--- config.mk ---
export PLATFORM = sky130hd
export DESIGN_NAME = uart_tx_mmio_v
export DESIGN_NICKNAME = d
export VERILOG_FILES = /design/src/rtl/uart_pkg_v.sv /design/src/rtl/fifo_sync_v.sv /design/src/rtl/uart_tx_mmio_v.sv
export SDC_FILE = /design/constraint.sdc
export NUM_CORES = 1
export LEC_CHECK = 0
export BUFFER_PORTS_ARGS = -buffer_cell sky130_fd_sc_hd__buf_2
export CAP_MARGIN = 0
export CELL_PAD_IN_SITES_DETAIL_PLACEMENT = 1
export CELL_PAD_IN_SITES_GLOBAL_PLACEMENT = 1
export CORE_MARGIN = 3
export CORE_UTILIZATION = 33
export DETAILED_ROUTE_END_ITERATION = 16
export PLACE_DENSITY_LB_ADDON = 0.1
export SYNTH_ARGS = -nofsm -noshare
export SYNTH_HDL_FRONTEND = slang
export SYNTH_SLANG_ARGS = --single-unit
--- constraint.sdc ---
create_clock -name CLK -period 11.3 [get_ports CLK]
set_input_delay 1.13 -clock CLK [delete_from_list [all_inputs] [get_ports CLK]]
set_output_delay 1.13 -clock CLK [all_outputs]
set_load 0.005 [all_outputs]
--- src/rtl/uart_pkg_v.sv ---
// Shared definitions for the memory-mapped UART transmitter:
// register offsets, STATUS bit positions and serializer state encoding.
package uart_pkg_v;

    // Register select values taken from DataAdr[3:2]
    localparam logic [1:0] OFS_TXDATA  = 2'd0;
    localparam logic [1:0] OFS_STATUS  = 2'd1;
    localparam logic [1:0] OFS_BAUDDIV = 2'd2;
    localparam logic [1:0] OFS_RSVD    = 2'd3;

    // STATUS register layout
    localparam int ST_FULL    = 0;
    localparam int ST_EMPTY   = 1;
    localparam int ST_BUSY    = 2;
    localparam int ST_OVF     = 3;
    localparam int ST_CNT_LSB = 8;

    // Smallest divider the serializer accepts
    localparam logic [15:0] DIV_MIN = 16'd2;

    typedef enum logic [1:0] {
        S_IDLE  = 2'd0,
        S_START = 2'd1,
        S_DATA  = 2'd2,
        S_STOP  = 2'd3
    } tx_state_t;

endpackage

--- src/rtl/fifo_sync_v.sv ---
// Synchronous FIFO with occupancy count; a push into a full FIFO is
// accepted when a pop happens on the same edge.
// Ports: i_clk, i_rst_n, i_push/i_wdata, i_pop, o_rdata (head),
//        o_full, o_empty, o_count (0..DEPTH).
module fifo_sync_v #(
    parameter int W     = 8,
    parameter int DEPTH = 8,
    parameter int AW    = $clog2(DEPTH),
    parameter int CW    = $clog2(DEPTH + 1)
) (
    input  logic          i_clk,
    input  logic          i_rst_n,
    input  logic          i_push,
    input  logic [W-1:0]  i_wdata,
    input  logic          i_pop,
    output logic [W-1:0]  o_rdata,
    output logic          o_full,
    output logic          o_empty,
    output logic [CW-1:0] o_count
);

    logic [W-1:0]  r_mem [DEPTH];
    logic [AW-1:0] r_wp;
    logic [AW-1:0] r_rp;
    logic [CW-1:0] r_count;
    logic          w_wr;
    logic          w_rd;

    assign o_full  = (r_count == CW'(DEPTH));
    assign o_empty = (r_count == '0);
    assign o_count = r_count;
    assign o_rdata = r_mem[r_rp];

    assign w_rd = i_pop & ~o_empty;
    assign w_wr = i_push & (~o_full | w_rd);

    // Storage needs no reset: the pointers define what is valid
    always_ff @(posedge i_clk) begin
        if (w_wr) r_mem[r_wp] <= i_wdata;
    end

    always_ff @(posedge i_clk or negedge i_rst_n) begin
        if (!i_rst_n) begin
            r_wp    <= '0;
            r_rp    <= '0;
            r_count <= '0;
        end else begin
            if (w_wr) r_wp <= r_wp + AW'(1);
            if (w_rd) r_rp <= r_rp + AW'(1);
            if (w_wr && !w_rd)      r_count <= r_count + CW'(1);
            else if (!w_wr && w_rd) r_count <= r_count - CW'(1);
        end
    end

endmodule

--- src/rtl/uart_tx_mmio_v.sv ---
// Memory-mapped 8N1 UART transmitter: TXDATA/STATUS/BAUDDIV window.
// Ports: CLK, RESET (async, low), DataAdr/WriteData/MemWrite (bus in),
//        RdData/Sel (read path), TX (serial out), Irq (idle level).
module uart_tx_mmio_v
    import uart_pkg_v::*;
#(
    parameter logic [31:0] BASE_ADDR  = 32'h0000_1000,
    parameter int          FIFO_DEPTH = 8,
    parameter logic [15:0] DIV_RST    = 16'd434
) (
    input  logic        CLK,
    input  logic        RESET,
    input  logic [31:0] DataAdr,
    input  logic [31:0] WriteData,
    input  logic        MemWrite,
    output logic [31:0] RdData,
    output logic        Sel,
    output logic        TX,
    output logic        Irq
);

    localparam int CW = $clog2(FIFO_DEPTH + 1);

    tx_state_t     r_state;
    tx_state_t     w_next;
    logic [15:0]   r_cnt;
    logic [15:0]   r_div;
    logic [15:0]   r_baud;
    logic [2:0]    r_idx;
    logic [7:0]    r_shift;
    logic          r_ovf;

    logic [1:0]    w_ofs;
    logic          w_we;
    logic          w_push;
    logic          w_pop;
    logic          w_tick;
    logic          w_busy;
    logic          w_tx;
    logic          w_full;
    logic          w_empty;
    logic [CW-1:0] w_count;
    logic [7:0]    w_head;
    logic [31:0]   w_status;
    logic          w_unused;

    assign w_unused = ^{DataAdr[1:0], WriteData[31:16]};

    assign Sel    = (DataAdr[31:4] == BASE_ADDR[31:4]);
    assign w_ofs  = DataAdr[3:2];
    assign w_we   = MemWrite & Sel;
    assign w_push = w_we & (w_ofs == OFS_TXDATA);
    assign w_tick = (r_cnt == 16'd0);
    assign w_busy = (r_state != S_IDLE);

    fifo_sync_v #(
        .W     (8),
        .DEPTH (FIFO_DEPTH)
    ) u_fifo (
        .i_clk   (CLK),
        .i_rst_n (RESET),
        .i_push  (w_push),
        .i_wdata (WriteData[7:0]),
        .i_pop   (w_pop),
        .o_rdata (w_head),
        .o_full  (w_full),
        .o_empty (w_empty),
        .o_count (w_count)
    );

    always_comb begin
        w_status              = '0;
        w_status[ST_FULL]     = w_full;
        w_status[ST_EMPTY]    = w_empty;
        w_status[ST_BUSY]     = w_busy;
        w_status[ST_OVF]      = r_ovf;
        w_status[ST_CNT_LSB +: 8] = 8'(w_count);
    end

    always_comb begin
        RdData = '0;
        if (Sel) begin
            case (w_ofs)
                OFS_STATUS:  RdData = w_status;
                OFS_BAUDDIV: RdData = {16'd0, r_baud};
                default:     RdData = '0;
            endcase
        end
    end

    always_ff @(posedge CLK or negedge RESET) begin
        if (!RESET) r_state <= S_IDLE;
        else        r_state <= w_next;
    end

    // A pop both leaves IDLE and chains frames out of STOP
    always_comb begin
        w_next = r_state;
        w_pop  = 1'b0;
        w_tx   = 1'b1;
        unique case (r_state)
            S_IDLE: begin
                if (!w_empty) begin
                    w_next = S_START;
                    w_pop  = 1'b1;
                end
            end
            S_START: begin
                w_tx = 1'b0;
                if (w_tick) w_next = S_DATA;
            end
            S_DATA: begin
                w_tx = r_shift[0];
                if (w_tick && r_idx == 3'd7) w_next = S_STOP;
            end
            S_STOP: begin
                if (w_tick) begin
                    if (!w_empty) begin
                        w_next = S_START;
                        w_pop  = 1'b1;
                    end else begin
                        w_next = S_IDLE;
                    end
                end
            end
        endcase
    end

    assign TX  = w_tx;
    assign Irq = w_empty & ~w_busy;

    always_ff @(posedge CLK or negedge RESET) begin
        if (!RESET) begin
            r_cnt   <= '0;
            r_div   <= DIV_RST;
            r_baud  <= DIV_RST;
            r_idx   <= '0;
            r_shift <= '0;
            r_ovf   <= 1'b0;
        end else begin
            if (w_we && w_ofs == OFS_BAUDDIV)
                r_baud <= (WriteData[15:0] < DIV_MIN) ? DIV_MIN
                                                      : WriteData[15:0];
            if (w_we && w_ofs == OFS_STATUS && WriteData[ST_OVF])
                r_ovf <= 1'b0;
            if (w_push && w_full && !w_pop)
                r_ovf <= 1'b1;
            // The divider is frozen per frame so BAUDDIV writes
            // only take effect at the next START
            if (w_pop) begin
                r_shift <= w_head;
                r_div   <= r_baud;
                r_cnt   <= r_baud - 16'd1;
                r_idx   <= '0;
            end else if (w_busy) begin
                if (w_tick) begin
                    r_cnt <= r_div - 16'd1;
                    if (r_state == S_DATA) begin
                        r_shift <= {1'b0, r_shift[7:1]};
                        r_idx   <= r_idx + 3'd1;
                    end
                end else begin
                    r_cnt <= r_cnt - 16'd1;
                end
            end
        end
    end

endmodule

Yosys cells after proc, flatten, opt, wreduce, memory -nomap -nowiden
Memories as Yosys holds them, arrays and structs flattened. Index checks and enable logic that the tools add are counted. W data, S select, Z words.

$add $sub $neg: 8. Order comparisons: 1. Eq/ne operators: 12. Muxes and demuxes: 30. Bitwise logic cells: 9. Reduce and logical (&&, ||, !) cells: 23.

Operators with widths (number): $mux W16 (5); $sub A16 B1 Y16 const B (3); $mux W8 (4); $pmux W16 S2 (1); $eq A28 B9 Y1 const B (1); $logic_not A16 Y1 (1); $lt A16 B2 Y1 const B (1); $mux W3 (4); $reduce_bool A2 Y1 (6); $add A3 B1 Y3 const B (3); $logic_and A1 B1 Y1 (8); $mux W2 (4); $mux W4 (2); $ne A2 B2 Y1 const B (4); $pmux W2 S4 (1); $mux W1 (7); $eq A2 B2 Y1 const B (3); $and A1 B1 Y1 (5); $add A4 B1 Y4 const B (1); $eq A2 B1 Y1 const B (2); $eq A4 B4 Y1 const B (1); $logic_not A2 Y1 (2); $logic_not A4 Y1 (1); $pmux W1 S2 (2); other kinds (7) (11).

Register bits: 72. Bits in writable memories: 64. Bits of input ports: 67. Output and inout port bits: 35. Word-level logic and storage cells: 94. Memories kept: 1.

Memory list: u_fifo.r_mem (depth 8, width 8, read ports 1, clocked after Yosys merged registers in 0, wr ports 1, RTL line fifo_sync_v.sv:22) `logic [W-1:0] r_mem [DEPTH];`.

Longest topological paths before layout
Gate-level depths: netlist (run 1).

Depth in word-level cells: 11. Gate-level depth with buffers: 17. Depth with buffers taken out: 15.

Cells and area by module
A second synthesis (run 1) with hierarchy kept.

Cells, all modules: 590. Area total of the unflattened synthesis: 6944.2 um^2.

Modules (own cells, without submodules): uart_tx_mmio_v (instances 1, cells each 434, area an instance 3881.2 um^2); fifo_sync_v (instances 1, cells each 156, area an instance 3062.9 um^2).

Least setup slack after synthesis (run 1)
Ideal clock, no wire load.

Path type: flip-flop to flip-flop. Start: reg u_fifo.r_count[1] (netlist: u_fifo.o_count[1]). End: reg u_fifo.r_count[3] (netlist: u_fifo.o_count[3]). Setup time: 127 ps. Arrival time: 3623 ps. Setup slack: 7550 ps. Cell stages (with the launch flop): 17. Buffers on the path: 4. Cells stage by stage: dfrtp_1 > or4_1 > buf_2 > and2_4 > a31o_2 > inv_2 > clkbuf_1 > clkbuf_1 > buf_1 > ha_1 > inv_1 > ha_1 > a21o_1 > a21oi_1 > xnor2_1 > nor2_1 > xor2_1.

Word-level cells in the longest chain between the ends: 10.

Ends and longest elaborated chain: start, declared (RTL line fifo_sync_v.sv:25) `logic [CW-1:0] r_count;`; start signal, assigned (RTL line fifo_sync_v.sv:50) `if (w_wr && !w_rd) r_count <= r_count + CW'(1);`; start signal, assigned (RTL line fifo_sync_v.sv:51) `else if (!w_wr && w_rd) r_count <= r_count - CW'(1);`; $logic_not A4 Y1 (RTL line fifo_sync_v.sv:30) `assign o_empty = (r_count == '0);`; $mux W1 (RTL line uart_tx_mmio_v.sv:103, uart_tx_mmio_v.sv:118); $mux W1 (RTL line uart_tx_mmio_v.sv:117) `if (w_tick) begin`; $pmux W1 S2 (RTL line uart_tx_mmio_v.sv:101) `unique case (r_state)`; $and A1 B1 Y1 (RTL line fifo_sync_v.sv:34) `assign w_rd = i_pop & ~o_empty;`; $or A1 B1 Y1 (RTL line fifo_sync_v.sv:35) `assign w_wr = i_push & (~o_full | w_rd);`; $and A1 B1 Y1 (RTL line fifo_sync_v.sv:35); $logic_not A1 Y1 (RTL line fifo_sync_v.sv:51); $logic_and A1 B1 Y1 (RTL line fifo_sync_v.sv:51); $reduce_bool A2 Y1 (no line).

Several ways; a longest one is shown, not always the timed one. The select of a mux whose other input is x is not followed. A chain may end at the register's enable or synchronous reset.

Worst setup path after layout (run 1)
Start: reg u_fifo.r_count[0] (netlist: u_fifo.o_count[0]). End: reg r_cnt[10].

Word-level cells in the longest chain between the ends: 5.

Ends and longest elaborated chain: $logic_not A4 Y1 * (RTL line fifo_sync_v.sv:30); $mux W1 * (RTL line uart_tx_mmio_v.sv:103, uart_tx_mmio_v.sv:118); $mux W1 (RTL line uart_tx_mmio_v.sv:117); $pmux W1 S2 * (RTL line uart_tx_mmio_v.sv:101); $mux W16 / $reduce_bool A2 Y1 (equally long branches); end signal, assigned (RTL line uart_tx_mmio_v.sv:153) `r_cnt <= r_baud - 16'd1;`; end signal, assigned (RTL line uart_tx_mmio_v.sv:157) `r_cnt <= r_div - 16'd1;`; end signal, assigned (RTL line uart_tx_mmio_v.sv:163) `r_cnt <= r_cnt - 16'd1;`; end, declared (RTL line uart_tx_mmio_v.sv:26) `logic [15:0] r_cnt;`.

Every way passes the cells marked *; elsewhere a longest branch is shown, timed or not.

==> results of run 1 <==
-- power by group through the flow --
stage          Combinational, W  Sequential [W]  Clock (W)
2_1_floorplan          0.000138        0.000553          0
3_3_place_gp           0.000173        0.000567          0
3_5_place_dp           0.000179        0.000567          0
4_1_cts                0.000180        0.000558   0.000542
5_1_grt                0.000195        0.000561   0.000564
6_report               0.000175        0.000557   0.000527
-- layout make-up --
class | count | area (sq um) | share of cell area
tap | 265 | 332 | 0.0427
timing repair buffer | 78 | 420 | 0.0541
clock inverter | 15 | 133 | 0.0171
clock buffer | 17 | 425 | 0.0548
inverter | 11 | 41.3 | 0.00532
multi-input combinational | 381 | 2680 | 0.345
sequential | 136 | 3740 | 0.481
-- sequential cells by signal (all words and copies together), names as in the netlist --
register	flops
r_baud	16
r_cnt	16
r_div	16
r_idx	3
r_ovf	1
r_shift	8
r_state	2
u_fifo.o_count	4
u_fifo.r_mem	64
u_fifo.r_rp	3
u_fifo.r_wp	3
-- layout by cell type, fill, tap and decap left out, drive strengths merged, types with 3 or more instances in the layout --
cell / count
clkbuf: 17
edfxtp: 64
mux2: 18
inv: 20
or3: 4
nand2: 69
xor2: 7
a31o: 3
dfrtp: 62
mux4: 16
nor3: 19
o32ai: 4
a211oi: 7
nand4: 4
and3: 11
nor2b: 8
a22oi: 8
o21a: 4
clkinv: 4
nor4: 14
dfstp: 10
ha: 16
mux2i: 15
o21ai: 18
conb: 16
nand3: 6
nor2: 38
xnor2: 14
a21oi: 36
buf: 78
nor3b: 4
-- metrics by stage --
stage	total power, W	utilization	hold slack [ps]	cell area [sq um]
after detailed placement	0.000747	0.368	461	7210
after floorplan	0.000691	-	439	6680
after global placement	0.000740	0.368	452	7210
after global routing	0.00132	0.397	493	7770
after CTS	0.00128	0.397	475	7770
final	0.00126	0.397	475	7770
-- critical path: stages, from the launching register on --
cell     delay [ps]
dfrtp_1         480
nor4_1          840
nor3_2          250
a31o_2          320
buf_4           290
nand2_1         160
o21a_1          150
ha_1            250
nand3_1         280
or3b_1          480
xnor2_1         170
a21oi_1          90
-- synthesized netlist by cell type, types with 6 or more instances --
| master | instances | area share |
|---|---|---|
| nand2_1 | 69 | 0.039 |
| edfxtp_1 | 64 | 0.29 |
| dfrtp_1 | 62 | 0.23 |
| nor2_1 | 38 | 0.022 |
| a21oi_1 | 36 | 0.027 |
| mux2_2 | 18 | 0.031 |
| nor3_1 | 18 | 0.014 |
| clkbuf_1 | 17 | 0.0096 |
| buf_4 | 16 | 0.018 |
| ha_1 | 16 | 0.030 |
| mux4_2 | 16 | 0.054 |
| mux2i_1 | 15 | 0.023 |
| o21ai_0 | 14 | 0.011 |
| xnor2_1 | 14 | 0.019 |
| nor4_1 | 13 | 0.012 |
| and3_1 | 11 | 0.010 |
| dfstp_2 | 10 | 0.040 |
| inv_1 | 10 | 0.0057 |
| a22oi_1 | 8 | 0.0091 |
| nor2b_1 | 8 | 0.0076 |
| a211oi_1 | 7 | 0.0079 |
| buf_1 | 7 | 0.0040 |
| xor2_1 | 7 | 0.0093 |
| nand3_1 | 6 | 0.0045 |
-- how the worst max path moves through the flow --
stage	endpoint	slack (ps)	cells past startpoint
detailed placement	u_fifo.o_count[3]	7030	15
global route	r_cnt[10]	7050	11
floorplan	u_fifo.o_count[3]	7550	16
finish	r_cnt[10]	7340	11
CTS	u_fifo.o_count[3]	7360	13
global placement	u_fifo.o_count[3]	7080	15
-- routing by layer --
metal,part of all wire,track usage
met5,0,0
met4,0.012,0.0499
met1,0.47,0.232
met3,0.046,0.0411
met2,0.47,0.261
-- cells by family (layout without fill, tap and decap cells) --
logic type | after synthesis | after routing | share of synthesized area
multiplexers | 49 | 49 | 0.108
other | 1 | 16 | 0.000566
adder cells (fa/ha/maj) | 17 | 17 | 0.0332
flip-flops | 136 | 136 | 0.564
AND/OR/NAND/NOR | 184 | 184 | 0.134
XOR/XNOR | 21 | 21 | 0.0278
AO/OA/AOI/OAI | 94 | 94 | 0.0933
buffers and inverters | 54 | 121 | 0.0402
==> flow_metrics.env, run 1 <==
export IMPL_min_to="r_div[12]"
export IMPL_antennaDiodeCount=0
export IMPL_finalWorstPathRequiredPeriod_ps=3960
export IMPL_routed_wire_length_per_instance_um=19.3
export IMPL_cts_num_sinks=136
export IMPL_worstPathMaxFanout=37
export IMPL_post_cts_repair_setup_buffers=0
export IMPL_grt_usage=0.167
export IMPL_tritoncts="done"
export IMPL_slew_limit_headroom=0.340
export IMPL_async_reset_ff_frac=0.529
export IMPL_first_global_vias=4977
export IMPL_place_gp_congestion=0.750
export IMPL_timing_reg2reg_setup_slack_ps=7340
export IMPL_hold_path_cell_count=2
export IMPL_run_status="finished clean"
export IMPL_synth_cell_type_count=58
export IMPL_grt_antenna_before_repair=0
export IMPL_peak_supply_drop_v=0.000119
export IMPL_core_area_sq_um=19600
export IMPL_globalRouteOverflowTotal=0
export IMPL_port_buffers=67
export IMPL_row_count=51
export IMPL_detailedPlacementHpwl_mm=11.9
export IMPL_power_switching_w=0.000346
export IMPL_syn_to_final_growth_pct=17.2
export IMPL_setup_viol_count_final=0
export IMPL_final_worst_path_cycle_share=0.350
export IMPL_clock_root_buffer="clkbuf_16"
export IMPL_fraction_of_power_spent_switching_nets=0.274
export IMPL_timing_final_max_slew_violations=0
export IMPL_post_route_worst_setup_slack_ps=7340
export IMPL_max_slew_worst_pin_slew_ps=990
export IMPL_ff2ff_path_depth=11
export IMPL_hold_buffers=0
export IMPL_synth_edff_count=64
export IMPL_initial_utilization=0.338
export IMPL_preCtsSetupSlack_ps=7030
export IMPL_netlist_instances=556
export IMPL_cts_buffers_inserted=17
export IMPL_timing_hold_violations_final=0
export IMPL_cts_htree_levels=4
export IMPL_worst_setup_path_type="reg2reg"
export IMPL_proportion_of_power_drawn_by_flip_flops_and_latches=0.442
export IMPL_drt_vias_per_instance=5.12
export IMPL_postCtsResizedCells=0
export IMPL_class_of_the_worst_hold_path="reg2reg"
export IMPL_boundaryPins=102
export IMPL_fp_dieH_um=148
export IMPL_syn_area_sq_um=6630
export IMPL_combinationalPowerShare=0.139
export IMPL_p_clk_frac=0.419
export IMPL_drcViolationCount=0
export IMPL_max_freq_mhz=253
export IMPL_share_of_post_route_cells_with_drive_strength_above_1=0.257
export IMPL_r2r_end="r_cnt[10]"
export IMPL_drt_pass1_iterations=4
export IMPL_timing_critical_path_from="u_fifo.o_count[0]"
export IMPL_ys_warn_count=0
export IMPL_detail_route_antenna_nets=0
export IMPL_start_kind="flip-flop"
export IMPL_clk_pin_slew_ps=60
export IMPL_cp_end_kind="flip-flop"
export IMPL_count_of_filler_cells_inserted_in_the_layout=2126
export IMPL_seq_area_frac_synth=0.564
export IMPL_layout_nets=709
export IMPL_die_outline_area_sq_um=21800
export IMPL_p_leak_nw=3.34
export IMPL_num_vias=4622
export IMPL_dominantRegCellSynth="edfxtp_1"
export IMPL_grt_start_max_net_pins=73
export IMPL_clock_skew_ps=13.6
export IMPL_drv_max_cap_violation_count=0
export IMPL_layout_cells_non_filler=903
export IMPL_totalNegativeSetupSlack_ps=0
export IMPL_power_density_nw_per_um2=162
export IMPL_number_of_synthesized_register_bits=136
export IMPL_grt_setup_unrepaired="false"
export IMPL_clk_latency_ps=430
export IMPL_post_synth_cell_area_avg_sq_um=11.9
export IMPL_fp_dieW_um=148
export IMPL_cellInternalPower_w=0.000913
export IMPL_cts_path_max_buffers=2
export IMPL_route_final_wire_length_mm=17.5
export IMPL_detail_route_iter0_violations=251
export IMPL_cp_required_ps=11550
export IMPL_dp_cells=871
export IMPL_arrival_time_worst_endpoint_ps=4210
export IMPL_min_delay_start="r_div[12]"
export IMPL_timing_rr_start="u_fifo.o_count[0]"
export IMPL_grt_pass1_wl_mm=27.9
Power figures use the tool's default switching activity.
==> run 2: changes to the inputs <==
- clock period: 11.3 -> 3.9 ns (I/O delays scaled with it)
==> run 2 against run 1 <==
First-iteration DRC count down 2.8%; clock skew up 0.60 ps; worst hold slack worse by 360 ps; register-to-register slack worse by 7000 ps.
==> flow_metrics.env, run 2 (synthesized netlist as in run 1, its figures left out) <==
export IMPL_run_status="finished clean"
export IMPL_detail_route_antenna_nets=0
export IMPL_cts_path_max_buffers=2
export IMPL_syn_to_final_growth_pct=19.4
export IMPL_layout_cells_most_common="nand2_1"
export IMPL_fp_dieH_um=148
export IMPL_max_flop_register="u_fifo.r_mem"
export IMPL_worstPathMaxFanout=29
export IMPL_first_global_vias=4919
export IMPL_totalNegativeSetupSlack_ps=0
export IMPL_cts_htree_levels=4
export IMPL_slew_limit_headroom=0.359
export IMPL_clk_latency_ps=430
export IMPL_layout_cells_non_filler=914
export IMPL_port_buffers=67
export IMPL_max_freq_mhz=285
export IMPL_class_of_the_worst_hold_path="in2async"
export IMPL_cp_end_kind="flip-flop"
export IMPL_worst_setup_path_type="reg2reg"
export IMPL_antennaDiodeCount=0
export IMPL_grt_pass1_wl_mm=27.5
export IMPL_clock_root_buffer="clkbuf_16"
export IMPL_fraction_of_power_spent_switching_nets=0.279
export IMPL_p_leak_nw=3.42
export IMPL_cellInternalPower_w=0.00267
export IMPL_timing_critical_path_cells="nor4_1 -> and4_1 -> a31o_2 -> inv_2 -> buf_4 -> buf_4 -> o32ai_1 -> nand3_1 -> or3b_1 -> xnor2_1 -> a21oi_1"
export IMPL_post_route_worst_setup_slack_ps=387
export IMPL_die_outline_area_sq_um=21800
export IMPL_power_density_nw_per_um2=468
export IMPL_clk_pin_slew_ps=70
export IMPL_hold_buffers=0
export IMPL_drt_vias_per_instance=5.07
export IMPL_max_slew_worst_pin_slew_ps=961
export IMPL_row_count=51
export IMPL_slowest_stage="nor4_1"
export IMPL_start_kind="flip-flop"
export IMPL_drt_pass1_iterations=5
export IMPL_detailedPlacementHpwl_mm=12.3
export IMPL_finalWorstPathRequiredPeriod_ps=3510
export IMPL_largest_register_ff_count=64
export IMPL_num_vias=4631
export IMPL_leading_cell_types_in_the_layout_fill_and_taps_excluded="nand2_1, buf_2, edfxtp_1"
export IMPL_layout_nets=720
export IMPL_timing_hold_violations_final=0
export IMPL_total_power_w=0.00371
export IMPL_route_final_wire_length_mm=17.1
export IMPL_core_area_sq_um=19600
export IMPL_combinationalPowerShare=0.127
export IMPL_dp_cells=882
export IMPL_power_switching_w=0.00104
export IMPL_initial_utilization=0.338
export IMPL_drv_max_cap_violation_count=0
export IMPL_clock_skew_ps=14.2
export IMPL_critPathMostFrequentCell="buf_4"
export IMPL_preCtsSetupSlack_ps=297
export IMPL_final_worst_path_cycle_share=0.901
export IMPL_timing_critical_path_slowest_cell_delay_ps=540
export IMPL_grt_usage=0.164
export IMPL_grt_antenna_before_repair=0
export IMPL_setup_viol_count_final=0
export IMPL_tritoncts="done"
export IMPL_p_clk_frac=0.428
export IMPL_boundaryPins=102
export IMPL_cts_buffers_inserted=17
export IMPL_proportion_of_power_drawn_by_flip_flops_and_latches=0.446
export IMPL_arrival_time_worst_endpoint_ps=3810
export IMPL_count_of_filler_cells_inserted_in_the_layout=2137
export IMPL_detail_route_iter0_violations=244
export IMPL_drcViolationCount=0
export IMPL_share_of_post_route_cells_with_drive_strength_above_1=0.273
export IMPL_grt_setup_unrepaired="false"
export IMPL_timing_final_max_slew_violations=0
export IMPL_cp_required_ps=4190
export IMPL_routed_wire_length_per_instance_um=18.8
export IMPL_peak_supply_drop_v=0.000296
export IMPL_place_gp_congestion=0.803
export IMPL_globalRouteOverflowTotal=0
export IMPL_fp_dieW_um=148
export IMPL_cts_num_sinks=136
export IMPL_grt_start_max_net_pins=73
## run 2: cell count changes in the layout (fill, tap and decap cells not counted), moves of 2 or more
cell and delta:
clkinv_8 +6, buf_4 +10, inv_8 -2, inv_6 -2
## run 2: path summary, 6_finish.rpt
check	start	cells after the start	end	slack, ps
max	r_cnt[14]	11	r_cnt[10]	390
max in group asynchronous	RESET	1	r_cnt[9]	3150
max reg2reg	r_cnt[14]	11	r_cnt[10]	390
min	RESET	1	r_shift[4]	110
min in group CLK	WriteData[14]	2	r_baud[14]	210
min reg2reg	r_div[7]	2	r_div[7]	480
## run 2: area by class of cell
type / instances / area (sq um) / share of cell area
sequential: 136 / 3740 / 0.472
clock buffer: 17 / 425 / 0.0537
tap: 265 / 332 / 0.0419
inverter: 11 / 41.3 / 0.00522
multi-input combinational: 381 / 2680 / 0.339
timing repair buffer: 89 / 515 / 0.0651
clock inverter: 15 / 183 / 0.0231
## run 2: stage by stage
step / cell area (sq um) / util / hold WS, ps
6_report: 7920 / 0.404 / 113
5_1_grt: 7920 / 0.404 / 191
4_1_cts: 7910 / 0.404 / 157
3_5_place_dp: 7300 / 0.373 / 468
3_3_place_gp: 7300 / 0.373 / 456
2_1_floorplan: 6680 / - / 94.4
## run 2: timing repair
action / in CTS / in global routing
buffers inserted: 0 / 0
endpoints found under the hold margin: 0 / 0
gates resized for setup: 0 / 1
endpoints found under the setup margin: 0 / 2
## run 2: layer usage
metal	vias to the layer above	GRT usage	part of all wire
li1	2180	-	-
met1	2344	0.233	0.49
met2	94	0.256	0.46
met3	13	0.0374	0.040
met4	0	0.0419	0.0090
met5	-	0	0
## run 2: power by group through the flow
stage | sequential (W) | clock [W] | combinational [W]
2_1_floorplan | 0.00160 | 0 | 0.000401
3_3_place_gp | 0.00168 | 0 | 0.000459
3_5_place_dp | 0.00169 | 0 | 0.000479
4_1_cts | 0.00166 | 0.00163 | 0.000481
5_1_grt | 0.00167 | 0.00169 | 0.000526
6_report | 0.00165 | 0.00158 | 0.000469
## run 2: worst max-delay path, delay by kind of cell (launching register included)
kind            cells  cell delay (ps)
simple gates        4             1510
xor+xnor            1              170
flops               1              410
buf+inv             3              610
compound gates      3              670
